<file path="src/rtl/detector_choque.sv">
// detector_choque -- bird/pipe collision detector with lives and invulnerability.
//
// On iFrameTick (IDLE only) the pipe positions and bird Y are snapshotted; the
// snapshot is then scanned one pipe per cycle, followed by a single EVAL cycle
// that applies the frame's verdict to lives / invulnerability. Tick to oDone
// latency is N_PIPES+1 cycles. Losing the last life parks the FSM in DEAD
// until iRestart.
//
// Ports:
//   iClk, iReset_n        clock, async active-low reset
//   iFrameTick            start-of-evaluation pulse (dropped outside IDLE)
//   iRestart              synchronous new-game pulse, beats a simultaneous tick
//   iPosXBus / iPosYBus   pipe k X at [10k+9:10k], gap-top Y at [9k+8:9k]
//   iPosYC                bird Y
//   oStop                 game over (level)
//   oHit / oDone          one-cycle pulses in EVAL
//   oLives                remaining lives
//   oHitIdx               lowest colliding pipe of the last colliding frame
//
// Build option: define CHOQUE_FLOOR_EN to also count floor/ceiling contact
// (YC >= FLOOR_Y or YC == 0) as a collision during EVAL.

// Per-pipe collision compare on the snapshot.
module detector_choque_lane #(
  parameter int BIRD_X_MIN = 63,
  parameter int BIRD_X_MAX = 160,
  parameter int GAP_H      = 96
) (
  input  logic [9:0] iPosX,
  input  logic [8:0] iPosY,
  input  logic [8:0] iPosYC,
  output logic       oHit
);
  logic [9:0] gapBot;
  logic       inCol;
  logic       outGap;

  // 10-bit sum: 511 + GAP_H cannot wrap for any sane gap height.
  assign gapBot = {1'b0, iPosY} + 10'(GAP_H);
  assign inCol  = (int'(iPosX) > BIRD_X_MIN) && (int'(iPosX) < BIRD_X_MAX);
  assign outGap = (iPosYC <= iPosY) || ({1'b0, iPosYC} >= gapBot);
  assign oHit   = inCol && outGap;
endmodule

module detector_choque #(
  parameter int N_PIPES      = 4,
  parameter int BIRD_X_MIN   = 63,
  parameter int BIRD_X_MAX   = 160,
  parameter int GAP_H        = 96,
  parameter int LIVES        = 3,
  parameter int INVUL_FRAMES = 30,
  parameter int FLOOR_Y      = 460,
  localparam int IW          = (N_PIPES > 1) ? $clog2(N_PIPES) : 1
) (
  input  logic                 iClk,
  input  logic                 iReset_n,
  input  logic                 iFrameTick,
  input  logic                 iRestart,
  input  logic [N_PIPES*10-1:0] iPosXBus,
  input  logic [N_PIPES*9-1:0]  iPosYBus,
  input  logic [8:0]           iPosYC,
  output logic                 oStop,
  output logic                 oHit,
  output logic                 oDone,
  output logic [2:0]           oLives,
  output logic [IW-1:0]        oHitIdx
);
  typedef enum logic [1:0] {IDLE, SCAN, EVAL, DEAD} state_t;

  localparam logic [IW-1:0] IDX_LAST = IW'(N_PIPES - 1);

  state_t                     state, stateNxt;
  logic [N_PIPES-1:0][9:0]    xSnap;
  logic [N_PIPES-1:0][8:0]    ySnap;
  logic [8:0]                 ycSnap;
  logic [IW-1:0]              idx;
  logic [IW-1:0]              hitIdx;
  logic                       collFlag;
  logic [7:0]                 invul;
  logic [2:0]                 lives;
  logic [N_PIPES-1:0]         laneHit;
  logic                       floorHit;
  logic                       hitNow;

  for (genvar k = 0; k < N_PIPES; k++) begin : gLane
    detector_choque_lane #(
      .BIRD_X_MIN(BIRD_X_MIN), .BIRD_X_MAX(BIRD_X_MAX), .GAP_H(GAP_H)
    ) uLane (
      .iPosX (xSnap[k]),
      .iPosY (ySnap[k]),
      .iPosYC(ycSnap),
      .oHit  (laneHit[k])
    );
  end

`ifdef CHOQUE_FLOOR_EN
  assign floorHit = (int'(ycSnap) >= FLOOR_Y) || (ycSnap == 9'd0);
`else
  assign floorHit = 1'b0;
`endif

  // Hits are only scored once the invulnerability window has run out.
  assign hitNow = (state == EVAL) && (collFlag || floorHit) && (invul == 8'd0);

  always_comb begin
    stateNxt = state;
    case (state)
      IDLE:    if (iFrameTick) stateNxt = SCAN;
      SCAN:    if (idx == IDX_LAST) stateNxt = EVAL;
      EVAL:    stateNxt = (hitNow && lives == 3'd1) ? DEAD : IDLE;
      DEAD:    stateNxt = DEAD;
      default: stateNxt = IDLE;
    endcase
    if (iRestart) stateNxt = IDLE;
  end

  // Pulses are masked by iRestart so a restart landing on EVAL wins outright.
  assign oDone   = (state == EVAL) && !iRestart;
  assign oHit    = hitNow && !iRestart;
  assign oStop   = (state == DEAD);
  assign oLives  = lives;
  assign oHitIdx = hitIdx;

  always_ff @(posedge iClk or negedge iReset_n) begin
    if (!iReset_n) begin
      state    <= IDLE;
      xSnap    <= '0;
      ySnap    <= '0;
      ycSnap   <= '0;
      idx      <= '0;
      hitIdx   <= '0;
      collFlag <= 1'b0;
      invul    <= 8'd0;
      lives    <= 3'(LIVES);
    end else begin
      state <= stateNxt;
      if (iRestart) begin
        idx      <= '0;
        collFlag <= 1'b0;
        invul    <= 8'd0;
        lives    <= 3'(LIVES);
      end else begin
        case (state)
          IDLE: if (iFrameTick) begin
            for (int k = 0; k < N_PIPES; k++) begin
              xSnap[k] <= iPosXBus[10*k +: 10];
              ySnap[k] <= iPosYBus[9*k +: 9];
            end
            ycSnap   <= iPosYC;
            idx      <= '0;
            collFlag <= 1'b0;
          end
          SCAN: begin
            // First collider of the frame wins; hitIdx keeps the old frame's
            // value when nothing collides this time.
            if (laneHit[idx]) begin
              collFlag <= 1'b1;
              if (!collFlag) hitIdx <= idx;
            end
            idx <= (idx == IDX_LAST) ? '0 : idx + 1'b1;
          end
          EVAL: begin
            if (hitNow) begin
              lives <= lives - 3'd1;
              invul <= 8'(INVUL_FRAMES);
            end else if (invul != 8'd0) begin
              invul <= invul - 8'd1;
            end
          end
          default: ;
        endcase
      end
    end
  end
endmodule

</file>
<file path="config.mk">
export PLATFORM = sky130hd
export DESIGN_NAME = detector_choque
export DESIGN_NICKNAME = d
export VERILOG_FILES = /design/src/rtl/detector_choque.sv
export SDC_FILE = /design/constraint.sdc
export NUM_CORES = 1
export LEC_CHECK = 0
export BUFFER_PORTS_ARGS = -buffer_cell sky130_fd_sc_hd__buf_2
export CAP_MARGIN = 20
export CORE_MARGIN = 5
export CORE_UTILIZATION = 35
export DETAILED_ROUTE_END_ITERATION = 12
export PLACE_DENSITY = 0.56
export SYNTH_ARGS = -nofsm -noshare
export SYNTH_HDL_FRONTEND = slang
export SYNTH_HIERARCHICAL = 1
export SYNTH_SLANG_ARGS = --single-unit
</file>
<file path="constraint.sdc">
create_clock -name iClk -period 3.6 [get_ports iClk]
set_input_delay 0.36 -clock iClk [delete_from_list [all_inputs] [get_ports iClk]]
set_output_delay 0.36 -clock iClk [all_outputs]
set_load 0.1 [all_outputs]
</file>
* Word-level counts from Yosys, hierarchy flattened
Cells that the tools add are included.
** Cells by class
- Add/sub/neg operators :: 7
- $mul :: 0
- Div/mod/pow operators :: 0
- $lt $le $gt $ge :: 17
- Equal/unequal tests :: 8
- Shifts and indexed selects :: 0
- Mux-type cells :: 22
- Bitwise gates (word level) :: 2
- Reductions and logical operators :: 32
** Operators with widths (number)
- 9-bit by 7-bit adder with 10-bit output, second input constant :: 4
- 9-bit by 10-bit greater-or-equal comparator with 1-bit output :: 4
- 10-bit by 6-bit greater-than comparator with 1-bit output, second input constant :: 4
- 10-bit by 8-bit less-than comparator with 1-bit output, second input constant :: 4
- 9-bit less-or-equal comparator :: 4
- 8-bit 2-to-1 mux :: 4
- 2-bit 2-to-1 mux :: 7
- 1-bit logical AND :: 13
- 3-bit 2-to-1 mux :: 3
- 3-bit != test, second input constant :: 3
- 8-bit zero test :: 1
- 2-bit one-hot mux with 4 select lines :: 1
- 2-bit AND reduction :: 4
- 8-bit nonzero test :: 1
- 8-bit by 1-bit subtractor with 8-bit output, second input constant :: 1
- 2-bit == test, second input constant :: 3
- 3-bit AND reduction :: 2
- 3-bit nonzero test :: 2
- 1-bit logical OR :: 4
- 1-bit 2-to-1 mux :: 4
- 2-bit one-hot mux with 2 select lines :: 1
- 4-bit AND reduction :: 1
- 2-bit nonzero test :: 2
- 3-bit by 1-bit == test with 1-bit output, second input constant :: 1
- 9 further kinds :: 10
** Word-level totals
- Bits in registers :: 103
- Bits in latches :: 0
- RAM bits :: 0
- Bits in read-only memories :: 0
- Output and inout port bits :: 8
- Logic and storage cells :: 103
- Memories kept :: 0

* Longest topological paths before layout
Gate-level depths: netlist (run 1).
- Depth in word-level cells :: 9
- Depth in mapped cells :: 13

* Modules after synthesis
Netlist (run 1), hierarchy kept.
** Modules (own cells, without submodules)
- detector_choque :: times used 1, cells an instance 292, area each 4225.3 µm², sequential area each 2580.0 µm²
- detector_choque_lane :: times used 4, cells an instance 55, area each 431.7 µm², sequential area each 0.0 µm²

* Worst setup path before layout (run 1)
Ideal clock, no wire load.
- Path type :: register to register
- From :: register ySnap[5] (netlist bit)
- To :: register hitIdx[1], in the netlist oHitIdx[1]
- Library setup time :: 0.126 ns
- Arrival time :: 2.574 ns
- Slack :: 0.901 ns
- Stages on the path, launching flop included :: 14
- Path through :: dfrtp_1 -> inv_1 -> ha_1 -> xor2_1 -> ha_1 -> a21oi_1 -> nor2b_1 -> o21a_1 -> a311oi_1 -> a2111oi_2 -> nor2b_1 -> a211o_1 -> nand3_1 -> mux2_2
** Between the ends
- Longest elaborated chain between the ends :: 7
** Ends and longest elaborated chain
- start, declared :: line 74 : logic [N_PIPES-1:0][8:0] ySnap;
- start signal, assigned by index :: line 147 : ySnap[k] <= iPosYBus[9*k +: 9];
- 9-bit by 7-bit adder with 10-bit output :: line 39 : assign gapBot = {1'b0, iPosY} + 10'(GAP_H);
- 9-bit by 10-bit greater-or-equal comparator with 1-bit output :: line 41 : assign outGap = (iPosYC <= iPosY) || ({1'b0, iPosYC} >= gapBot);
- 1-bit logical OR * :: line 41
- 1-bit logical AND * :: line 42 : assign oHit = inCol && outGap;
- net laneHit[0] :: line 81 : logic [N_PIPES-1:0] laneHit;
- 1-bit binary-select mux with 2-bit select * :: line 156 : if (laneHit[idx]) begin
- 1-bit 2-to-1 mux (not written as such) * :: line 156
- 4-bit AND reduction (no source line) *
- end signal, assigned :: line 158 : if (!collFlag) hitIdx <= idx;
- end, declared :: line 77 : logic [IW-1:0] hitIdx;
The timed path passes the listed nets; every way through them passes the cells marked *. The select of a mux whose other input is x is not followed.
A chain may end at the register's enable or synchronous reset.

* Worst setup path after layout (run 1)
- From :: register ycSnap[5]
- To :: register hitIdx[1], in the netlist oHitIdx[1]
** Between the ends
- Longest elaborated chain between the ends :: 6
** Ends and longest elaborated chain
- start, declared :: line 75 : logic [8:0] ycSnap;
- start signal, assigned :: line 149 : ycSnap <= iPosYC;
- 9-bit by 10-bit greater-or-equal comparator with 1-bit output / 9-bit less-or-equal comparator (equally long branches) :: line 41
- 1-bit logical OR * :: line 41
- 1-bit logical AND * :: line 42
- net laneHit[0] :: line 81
- 1-bit binary-select mux with 2-bit select * :: line 156
- 1-bit 2-to-1 mux (not written as such) * :: line 156
- 4-bit AND reduction (no source line) *
Marks and branches as above.

==> summary.md, run 1 <==
| Metric | Value |
|---|---|
| Status | `finished clean` |
| Mapped Nets | `621` |
| R2R Path End | `oHitIdx[1]$_DFFE_PN0P_` |
| Final Hold Fails | `0` |
| Post_cts resized | `0` |
| Crit path cell chain | `ha_1 > and4_1 > nand3_1 > o21ba_1 > a311oi_1 > a2111oi_2 > nor2b_1 > a211o_1 > nand3_1 > mux2_2` |
| Final ANT Viol Nets | `0` |
| Worst R2R Setup Slack | `0.51 ns` |
| Fin Clk Skew | `0.00688 ns` |
| Gr ovfl total | `0` |
| Max H-tree Level | `3` |
| Io pins | `97` |
| DR iter-0 viols | `around 150` |
| Utilization after layout | `42.0%` |
| Die height | `132 um` |
| TritonRoute pass-1 iters | `4` |
| Crit Path Category | `reg -> reg` |
| Largest fanout on the critical path | `9` |
| Most used routing layer | `met2` |
| Most common cell on crit path | `nand3_1` |
| Storage cell area | `2080 sq um` |
| Cells after Synth | `472` |
| Met3 GRT Util | `roughly 4.6%` |
| Cts hold-fix bufs | `0` |
| CP max-delay cell | `dfrtp_1` |
| YS warnings | `6` |
| Slew Limit Fails | `0` |
| Vias in the first global route | `4,105` |
| Beginning of the worst register-to-register path | `ycSnap[5]$_DFFE_PN0P_` |
| WP data arrival | `3.33 ns` |
| Vias | `~3,800` |
| Largest net degree at the start of global routing | `62` |
| Global-route wire length before repair | `20.0 mm` |
| Rows | `44` |
| Design Area, Final | `6120 sq um` |
| Critical Path RT | `3.83 ns` |
| Clock Pin Slew Worst Setup and Hold Paths | `0.06 ns` |
| DP Area | `5800 sq um` |
| Clock latency on the worst-skew pair | `0.35 ns` |
| Total Wirelength | `11.8 mm` |
| NumNets Final | `698` |
| Wire per inst | `about 16 um` |
| Met1 Resource Use GR | `approximately 18%` |
| All-Layer GR Usage | `14.1%` |
| Core Region | `14,600 sq um` |
| Leak Pwr | `between 2 and 3 nW` |
| Largest stage delay on the critical path | `0.53 ns` |
| TritonCTS clock tree | `done` |
| Initial antenna violation count | `0` |
| Initial Util | `between 30% and 40%` |
| Hold Path Class | `in -> async` |
| Die X | `between 100 and 150 um` |
| F_max | `between 300 and 400 MHz` |
| Area growth from synthesis to layout | `17.2%` |
| RSZ-0062 raised after global routing | `no` |
| I/O Buffers | `76` |
| TritonCTS Buffers | `9` |
| Least-Margin Pin Slew | `0.802 ns` |
| Pwr/cell area | `540 nW/um^2` |
| Fill cell count | `between 1,000 and 1,500` |
| Setup violations, final | `0` |
| Clk sinks | `83` |
| Share of layout cells above drive strength 1 | `between 20 and 30%` |
| CP top delay family | `compound AO/OA/AOI/OAI gates` |
| Vias per cell | `5.10` |
| RD Place Congestion | `0.847` |
| Max-cap viol count | `0` |
| Startpoint Class | `register` |
| Die area | `17,500 sq um` |
| Synth Cell Area | `5230 sq um` |
| Synthesized area per cell | `between 10 and 15 sq um` |
| Tcrit/Tclk final | `between 80% and 90%` |
| Area of the multi-input gates | `2890 sq um` |
| ANT cells | `0` |
| Setup bufs post-CTS | `0` |
| DRC viols | `0` |
| Post-DP HPWL | `8.80 mm` |
| Worst Reg2Reg Path Length in Cells | `10` |
| WP buf/inv | `0` |
| Clock period minus worst slack | `3.09 ns` |
| Max_slew headroom | `46.5%` |
| Clock Tree Buf Depth | `2` |
| Met2 Track Usage GR | `22.8%` |
| Setup TNS | `0 ns` |
| IR drop worst, VDD | `252 uV` |
| Worst setup EP type | `register` |
| Root Buffer | `clkbuf_16` |
==> stage by stage <==
stage | total power, mW | setup slack, ns | hold WS, ns | std cells
2_1_floorplan | 2.00 | 0.901 | 0.0644 | 472
3_3_place_gp | 2.25 | 0.522 | 0.471 | 722
3_5_place_dp | 2.31 | 0.506 | 0.475 | 722
4_1_cts | 3.35 | 0.511 | 0.117 | 738
5_1_grt | 3.55 | 0.316 | 0.170 | 738
6_report | 3.31 | 0.509 | 0.103 | 738
==> where the power goes <==
part	total (mW)	switching (mW)	internal [mW]
clock network	1.02	0.393	0.629
registers	1.24	0.158	1.08
logic	1.04	0.533	0.509
==> registers in the layout, summed over array words and instances (netlist names) <==
signal	flops
oHitIdx	2
oLives	3
collFlag	1
ycSnap	9
xSnap	20
state	2
idx	2
invul	8
ySnap	36
==> layer usage <==
metal  wire, um  share of wire [%]
met5          0                  0
met4        151                1.3
met3        559                4.7
met2       5510                 47
met1       5570                 47
==> cells in the final DEF, fill, tap and decap left out, drive strengths merged, types with 7 or more instances in the layout <==
cell type	n
a21oi	31
buf	79
clkbuf	11
dfrtp	81
ha	60
inv	53
mux2	66
nand2	8
nand2b	7
nand3	10
nor2	11
nor2b	11
nor3	7
o21a	8
o21ai	16
==> layout make-up <==
cell class / count / area share, %
Multi-Input combinational cell: 324 / 47.1
Sequential cell: 83 / 34.0
Timing Repair Buffer: 79 / 6.62
Clock buffer: 11 / 3.96
Tap cell: 184 / 3.76
Inverter: 52 / 3.19
Clock inverter: 5 / 1.37
==> worst max-delay path by stage <==
stage	cells after the start	start	to	slack, ns
after floorplan	13	ySnap[5]$_DFFE_PN0P_	oHitIdx[1]$_DFFE_PN0P_	0.90
after global placement	13	ySnap[5]$_DFFE_PN0P_	oHitIdx[1]$_DFFE_PN0P_	0.52
after detailed placement	10	ycSnap[5]$_DFFE_PN0P_	oHitIdx[1]$_DFFE_PN0P_	0.51
after CTS	10	ycSnap[5]$_DFFE_PN0P_	oHitIdx[1]$_DFFE_PN0P_	0.51
after global routing	10	ycSnap[5]$_DFFE_PN0P_	oHitIdx[1]$_DFFE_PN0P_	0.32
final	10	ycSnap[5]$_DFFE_PN0P_	oHitIdx[1]$_DFFE_PN0P_	0.51
Note: power is estimated with default switching activity, not from simulation.
==> inputs of run 2 (changes only) <==
--- a/config.mk
+++ b/config.mk
@@ -5,6 +5,7 @@
 export SDC_FILE = /design/constraint.sdc
 export NUM_CORES = 1
 export LEC_CHECK = 0
+export ABC_AREA = 1
 export BUFFER_PORTS_ARGS = -buffer_cell sky130_fd_sc_hd__buf_2
 export CAP_MARGIN = 20
 export CORE_MARGIN = 5
==> summary.md, run 2 <==
| Metric | Value |
|---|---|
| Global-route wire length before repair | `approximately 20 mm` |
| TritonCTS Buffers | `9` |
| Clk sinks | `83` |
| NumNets Final | `around 850` |
| Post-DP HPWL | `between 8 and 9 mm` |
| Status | `finished clean` |
| Max-cap viol count | `0` |
| CP Launch Point | `invul[0]$_DFFE_PN0P_` |
| Non-filler cells in the finished layout | `926` |
| Most frequent cells in the layout | `nand2_1, inv_1, dfrtp_1` |
| Clock period minus worst slack | `2.66 ns` |
| DP Cell Count | `908` |
| Clk network pwr share | `between 10% and 20%` |
| Critical Path RT | `3.24 ns` |
| ANT cells | `0` |
| Worst R2R Setup Slack | `1.16 ns` |
| All-Layer GR Usage | `13.8%` |
| Sw Ratio | `between 40% and 50%` |
| NetSw | `2.57 mW` |
| Final ANT Viol Nets | `0` |
| CP max-delay cell | `buf_2` |
| Clock Pin Slew Worst Setup and Hold Paths | `about 0.060 ns` |
| Clock Tree Buf Depth | `2` |
| Synthesized area per cell | `8.91 sq um` |
| Most common cell on crit path | `nor2_1` |
| Total Wirelength | `12.0 mm` |
| Cells after Synth | `626` |
| Fin Clk Skew | `between 0.004 and 0.005 ns` |
| IR drop worst, VDD | `324 uV` |
| Max_slew headroom | `29.8%` |
| Area growth from synthesis to layout | `17.1%` |
| DRC viols | `0` |
| DP Area | `6150 sq um` |
| Vias per cell | `between 4 and 5` |
| Final Hold Fails | `0` |
| Total chip power | `6.08 mW` |
| Worst Reg2Reg Path Length in Cells | `19` |
| Largest reg by FF count | `ySnap` |
| Biggest regs | `ySnap x36, xSnap x20, ycSnap x9` |
| TritonRoute pass-1 iters | `4` |
| Share of layout cells above drive strength 1 | `between 20% and 30%` |
| Die height | `136 um` |
| Gr ovfl total | `0` |
| Worst setup EP type | `output port` |
| Largest fanout on the critical path | `6` |
| Mapped Nets | `775` |
| Largest stage delay on the critical path | `0.46 ns` |
| Max H-tree Level | `3` |
| Largest net degree at the start of global routing | `84` |
| Crit path cell chain | `inv_1 > ha_1 > nand3_1 > nor2_1 > nand2_1 > nor2_1 > buf_2` |
| Hold Path Class | `in -> reg` |
| Core Region | `15,800 sq um` |
| Wire per inst | `between 10 and 15 um` |
| R2R Path End | `oHitIdx[0]$_DFFE_PN0P_` |
| Design Area, Final | `6530 sq um` |
| Setup violations, final | `0` |
| Most common cell after layout, fill and taps aside | `nand2_1` |
| YS warnings | `6` |
| Initial antenna violation count | `0` |
| Tcrit/Tclk final | `73.9%` |
| Leak Pwr | `3.52 nW` |
| Startpoint Class | `register` |
| Post_cts resized | `0` |
| Root Buffer | `clkbuf_16` |
| Setup TNS | `0 ns` |
| Pwr/cell area | `930 nW/um^2` |
| F_max | `376 MHz` |
| DR iter-0 viols | `164` |
| WP data arrival | `2.30 ns` |
| Number of flip-flops in the largest register | `36` |
| Die X | `between 100 and 150 um` |
| Rows | `46` |
| RSZ-0062 raised after global routing | `no` |
| Beginning of the worst register-to-register path | `ySnap[14]$_DFFE_PN0P_` |
| Vias in the first global route | `around 4,300` |
| I/O Buffers | `76` |
| Crit Path Category | `reg -> out` |
| Critical Path End | `oHit` |
| Vias | `4,222` |
| Utilization after layout | `41.4%` |
| TritonCTS clock tree | `done` |
| Clock latency on the worst-skew pair | `roughly 0.34 ns` |
| Sequential Power Share | `29.4%` |
| Comb pwr share | `53.2%` |
| Internal Power | `~3.5 mW` |
| Least-Margin Pin Slew | `about 1.1 ns` |
| Io pins | `97` |
| Slew Limit Fails | `0` |
| RD Place Congestion | `between 0.8 and 0.9` |
| Synth Cell Area | `5580 sq um` |
| Initial Util | `between 30 and 40%` |
| Die area | `18,600 sq um` |
==> run 2: power groups by stage <==
stage	Combinational [mW]	Clock (mW)	Sequential [mW]
final	3.23	1.06	1.78
after global routing	3.78	1.14	1.86
after CTS	3.28	1.10	1.80
after detailed placement	3.25	0	1.82
after global placement	3.15	0	1.80
after floorplan	2.62	0	1.70
==> run 2: layout make-up <==
type                            count  area (sq um)
Clock inverter                      6           114
Fill cell                        1648          9240
Clock buffer                       10           229
Tap cell                          216           270
Sequential cell                    83          2080
Multi-Input combinational cell    434          3050
Timing Repair Buffer               78           420
Inverter                           99           372
==> run 2: how the worst min path moves through the flow <==
stage                      startpoint                      to  cells past startpoint
2_1_floorplan                iReset_n    collFlag$_DFFE_PN0P_                      0
4_1_cts                  iPosYBus[32]   ySnap[32]$_DFFE_PN0P_                      2
5_1_grt                   iPosYBus[1]    ySnap[1]$_DFFE_PN0P_                      2
3_5_place_dp   oHitIdx[1]$_DFFE_PN0P_  oHitIdx[1]$_DFFE_PN0P_                      2
6_report                  iPosYBus[2]    ySnap[2]$_DFFE_PN0P_                      2
3_3_place_gp   oHitIdx[0]$_DFFE_PN0P_  oHitIdx[0]$_DFFE_PN0P_                      2
==> run 2: per-stage QoR <==
stage               hold WS (ns)  setup slack, ns
floorplan                 0.0644            0.853
global placement           0.476             1.15
detailed placement         0.479             1.13
CTS                        0.230            0.907
global route               0.235            0.812
finish                     0.246            0.940
==> run 2: per-layer routing <==
metal / vias up / routed length, um / GRT usage [%] / share of wire (%)
met3: 17 / 464 / 2.44 / 3.9
met1: 1957 / 5790 / 18.5 / 48
met4: 0 / 230 / 5.26 / 1.9
met2: 68 / 5500 / 22.0 / 46
met5: - / 0 / 0 / 0
li1: 2180 / - / - / -
==> run 2: repair_timing <==
action                                  CTS  global route
hold buffers                              0             1
endpoints found under the hold margin     0            25
setup buffers                             0             0
endpoints found under the setup margin    0             0
==> run 2: critical path: cells and delay by family (launching register included) <==
family                   cells  cell delay (ns)
adder cells (fa/ha/maj)      1             0.29
buffers and inverters        2             0.63
flip-flops                   1             0.38
AND/OR/NAND/NOR              4             0.67
==> inputs of run 3 (changes only) <==
--- a/config.mk
+++ b/config.mk
@@ -11,7 +11,7 @@
 export CORE_MARGIN = 5
 export CORE_UTILIZATION = 35
 export DETAILED_ROUTE_END_ITERATION = 12
-export PLACE_DENSITY = 0.56
+export PLACE_DENSITY = 0.57
 export SYNTH_ARGS = -nofsm -noshare
 export SYNTH_HDL_FRONTEND = slang
 export SYNTH_HIERARCHICAL = 1
==> constraint.sdc (replaced) <==
create_clock -name iClk -period 2.4 [get_ports iClk]
set_input_delay 0.24 -clock iClk [delete_from_list [all_inputs] [get_ports iClk]]
set_output_delay 0.24 -clock iClk [all_outputs]
set_load 0.1 [all_outputs]
==> summary.md, run 3 (synthesized netlist as in run 2, its figures left out) <==
| Metric | Value |
|---|---|
| Most common cell after layout, fill and taps aside | `nand2_1` |
| Hold Path Class | `in -> async` |
| Final Hold Fails | `11` |
| Post-Place Setup Slack | `-0.0492 ns` |
| DRC viols | `0` |
| Share of layout cells above drive strength 1 | `between 20 and 30%` |
| Rows | `46` |
| Initial Util | `35.4%` |
| Cts hold-fix bufs | `0` |
| Final ANT Viol Nets | `0` |
| Area growth from synthesis to layout | `19.2%` |
| Vias per cell | `4.62` |
| Status | `complete, but fails checks` |
| Clock latency on the worst-skew pair | `0.34 ns` |
| Number of flip-flops in the largest register | `36` |
| TritonRoute pass-1 iters | `5` |
| Critical Path RT | `~2.6 ns` |
| Initial antenna violation count | `0` |
| Failing checks | `negative hold slack` |
| Root Buffer | `clkbuf_16` |
| TritonCTS clock tree | `done` |
| Die X | `about 140 um` |
| Core Region | `15,800 sq um` |
| All-Layer GR Usage | `14.1%` |
| Largest reg by FF count | `ySnap` |
| Max H-tree Level | `3` |
| Crit Path Category | `reg -> reg` |
| Largest fanout on the critical path | `4` |
| Worst R2R Setup Slack | `roughly 0.092 ns` |
| Io pins | `97` |
| Worst Reg2Reg Path Length in Cells | `19` |
| Leak Pwr | `3.56 nW` |
| Beginning of the worst register-to-register path | `ySnap[15]$_DFFE_PN0P_` |
| Least-Margin Pin Slew | `0.856 ns` |
| Vias in the first global route | `~4,400` |
| Wire per inst | `13.1 um` |
| Worst setup EP type | `register` |
| Utilization after layout | `around 42%` |
| Largest net degree at the start of global routing | `between 60 and 70` |
| Clock period minus worst slack | `2.31 ns` |
| Pwr/cell area | `roughly 1400 nW/um^2` |
| CP Launch Point | `ySnap[15]$_DFFE_PN0P_` |
| Setup WS post-layout | `0.0918 ns` |
| F_max | `between 400 and 500 MHz` |
| TritonCTS Buffers | `9` |
| Setup violations, final | `0` |
| Critical Path End | `oHitIdx[1]$_DFFE_PN0P_` |
| Max_slew headroom | `42.9%` |
| RD Place Congestion | `0.883` |
| Clock Pin Slew Worst Setup and Hold Paths | `~0.060 ns` |
| I/O Buffers | `76` |
| IR drop worst, VDD | `about 570 uV` |
| Biggest regs | `ySnap x36, xSnap x20, ycSnap x9` |
| Die height | `136 um` |
| Most frequent cells in the layout | `nand2_1, inv_1, dfrtp_1` |
| DR iter-0 viols | `163` |
| Die area | `18,600 sq um` |
| Total Wirelength | `12.3 mm` |
| Hold WS | `-0.00760 ns` |
| Non-filler cells in the finished layout | `934` |
| Tcrit/Tclk final | `96.2%` |
| Met3 GRT Util | `under 10%` |
| Slew Limit Fails | `0` |
| Met1 Resource Use GR | `17.9%` |
| Post-DP HPWL | `9.34 mm` |
| Max-cap viol count | `0` |
| Fin Clk Skew | `0.00509 ns` |
| Vias | `4,318` |
| R2R Path End | `oHitIdx[1]$_DFFE_PN0P_` |
| NumNets Final | `862` |
| Gr ovfl total | `0` |
| DP Cell Count | `slightly above 900` |
| ANT cells | `0` |
| Most used routing layer | `met2` |
| Clock Tree Buf Depth | `2` |
| Global-route wire length before repair | `about 21 mm` |
| Clk sinks | `83` |
| Met2 Track Usage GR | `23.1%` |
| RSZ-0062 raised after global routing | `yes` |
| WP data arrival | `around 2.5 ns` |
| Startpoint Class | `register` |
[run 3: what timing repair did]
item                                    4_1_cts  5_1_grt
buffers inserted                              0        1
resized for setup                             2       19
endpoints found under the setup margin        2        4
pin swaps                                     1        9
[run 3: layer usage]
layer | part of all wire, % | wire length (um)
met2 | 47 | 5720
met1 | 46 | 5660
met5 | 0 | 0
met4 | 2.4 | 291
met3 | 4.8 | 586
[run 3: worst min-delay path by stage]
stage	slack, ns	endpoint	from
after global routing	0.05	ySnap[12]$_DFFE_PN0P_	iReset_n
after detailed placement	0.41	ySnap[12]$_DFFE_PN0P_	iReset_n
after floorplan	-0.06	collFlag$_DFFE_PN0P_	iReset_n
final	-0.008	ySnap[12]$_DFFE_PN0P_	iReset_n
after global placement	0.40	ySnap[12]$_DFFE_PN0P_	iReset_n
after CTS	0.03	ySnap[12]$_DFFE_PN0P_	iReset_n
[run 3: area by class of cell]
type                    count  area (sq um)
inverters                  99           372
flip-flops and latches     83          2080
fillers                  1600          9120
clock buffers              12           256
multi-input cells         434          3100
clock inverters             4          72.6
well taps                 216           270
repair buffers             86           498
[run 3: through the flow]
stage	TNS (ns)	power, mW	area [sq um]
2_1_floorplan	0	6.48	5580
3_3_place_gp	0	7.48	6260
3_5_place_dp	-0.0784	7.69	6260
4_1_cts	0	9.30	6600
5_1_grt	-0.314	10.3	6650
6_report	0	9.29	6650
[run 3: worst max-delay path, cell delays in order (launching register included)]
cell	delay, ns
dfrtp_1	0.36
inv_1	0.06
ha_2	0.18
xor2_1	0.14
ha_1	0.32
nand2_2	0.06
nor2_1	0.08
nand2_1	0.07
o21ai_2	0.12
nor2_1	0.05
nand3_1	0.12
nand2_1	0.10
inv_1	0.07
nand2_1	0.05
nand2_1	0.07
nand2_1	0.06
o21ai_2	0.08
nand2_2	0.09
nand2_1	0.06
o21ai_1	0.06
[run 3: power by group]
group	internal [mW]	switching [mW]	leakage, nW
Clock	0.966	0.552	0.159
Sequential	2.02	0.671	0.995
Combinational	2.34	2.74	2.41
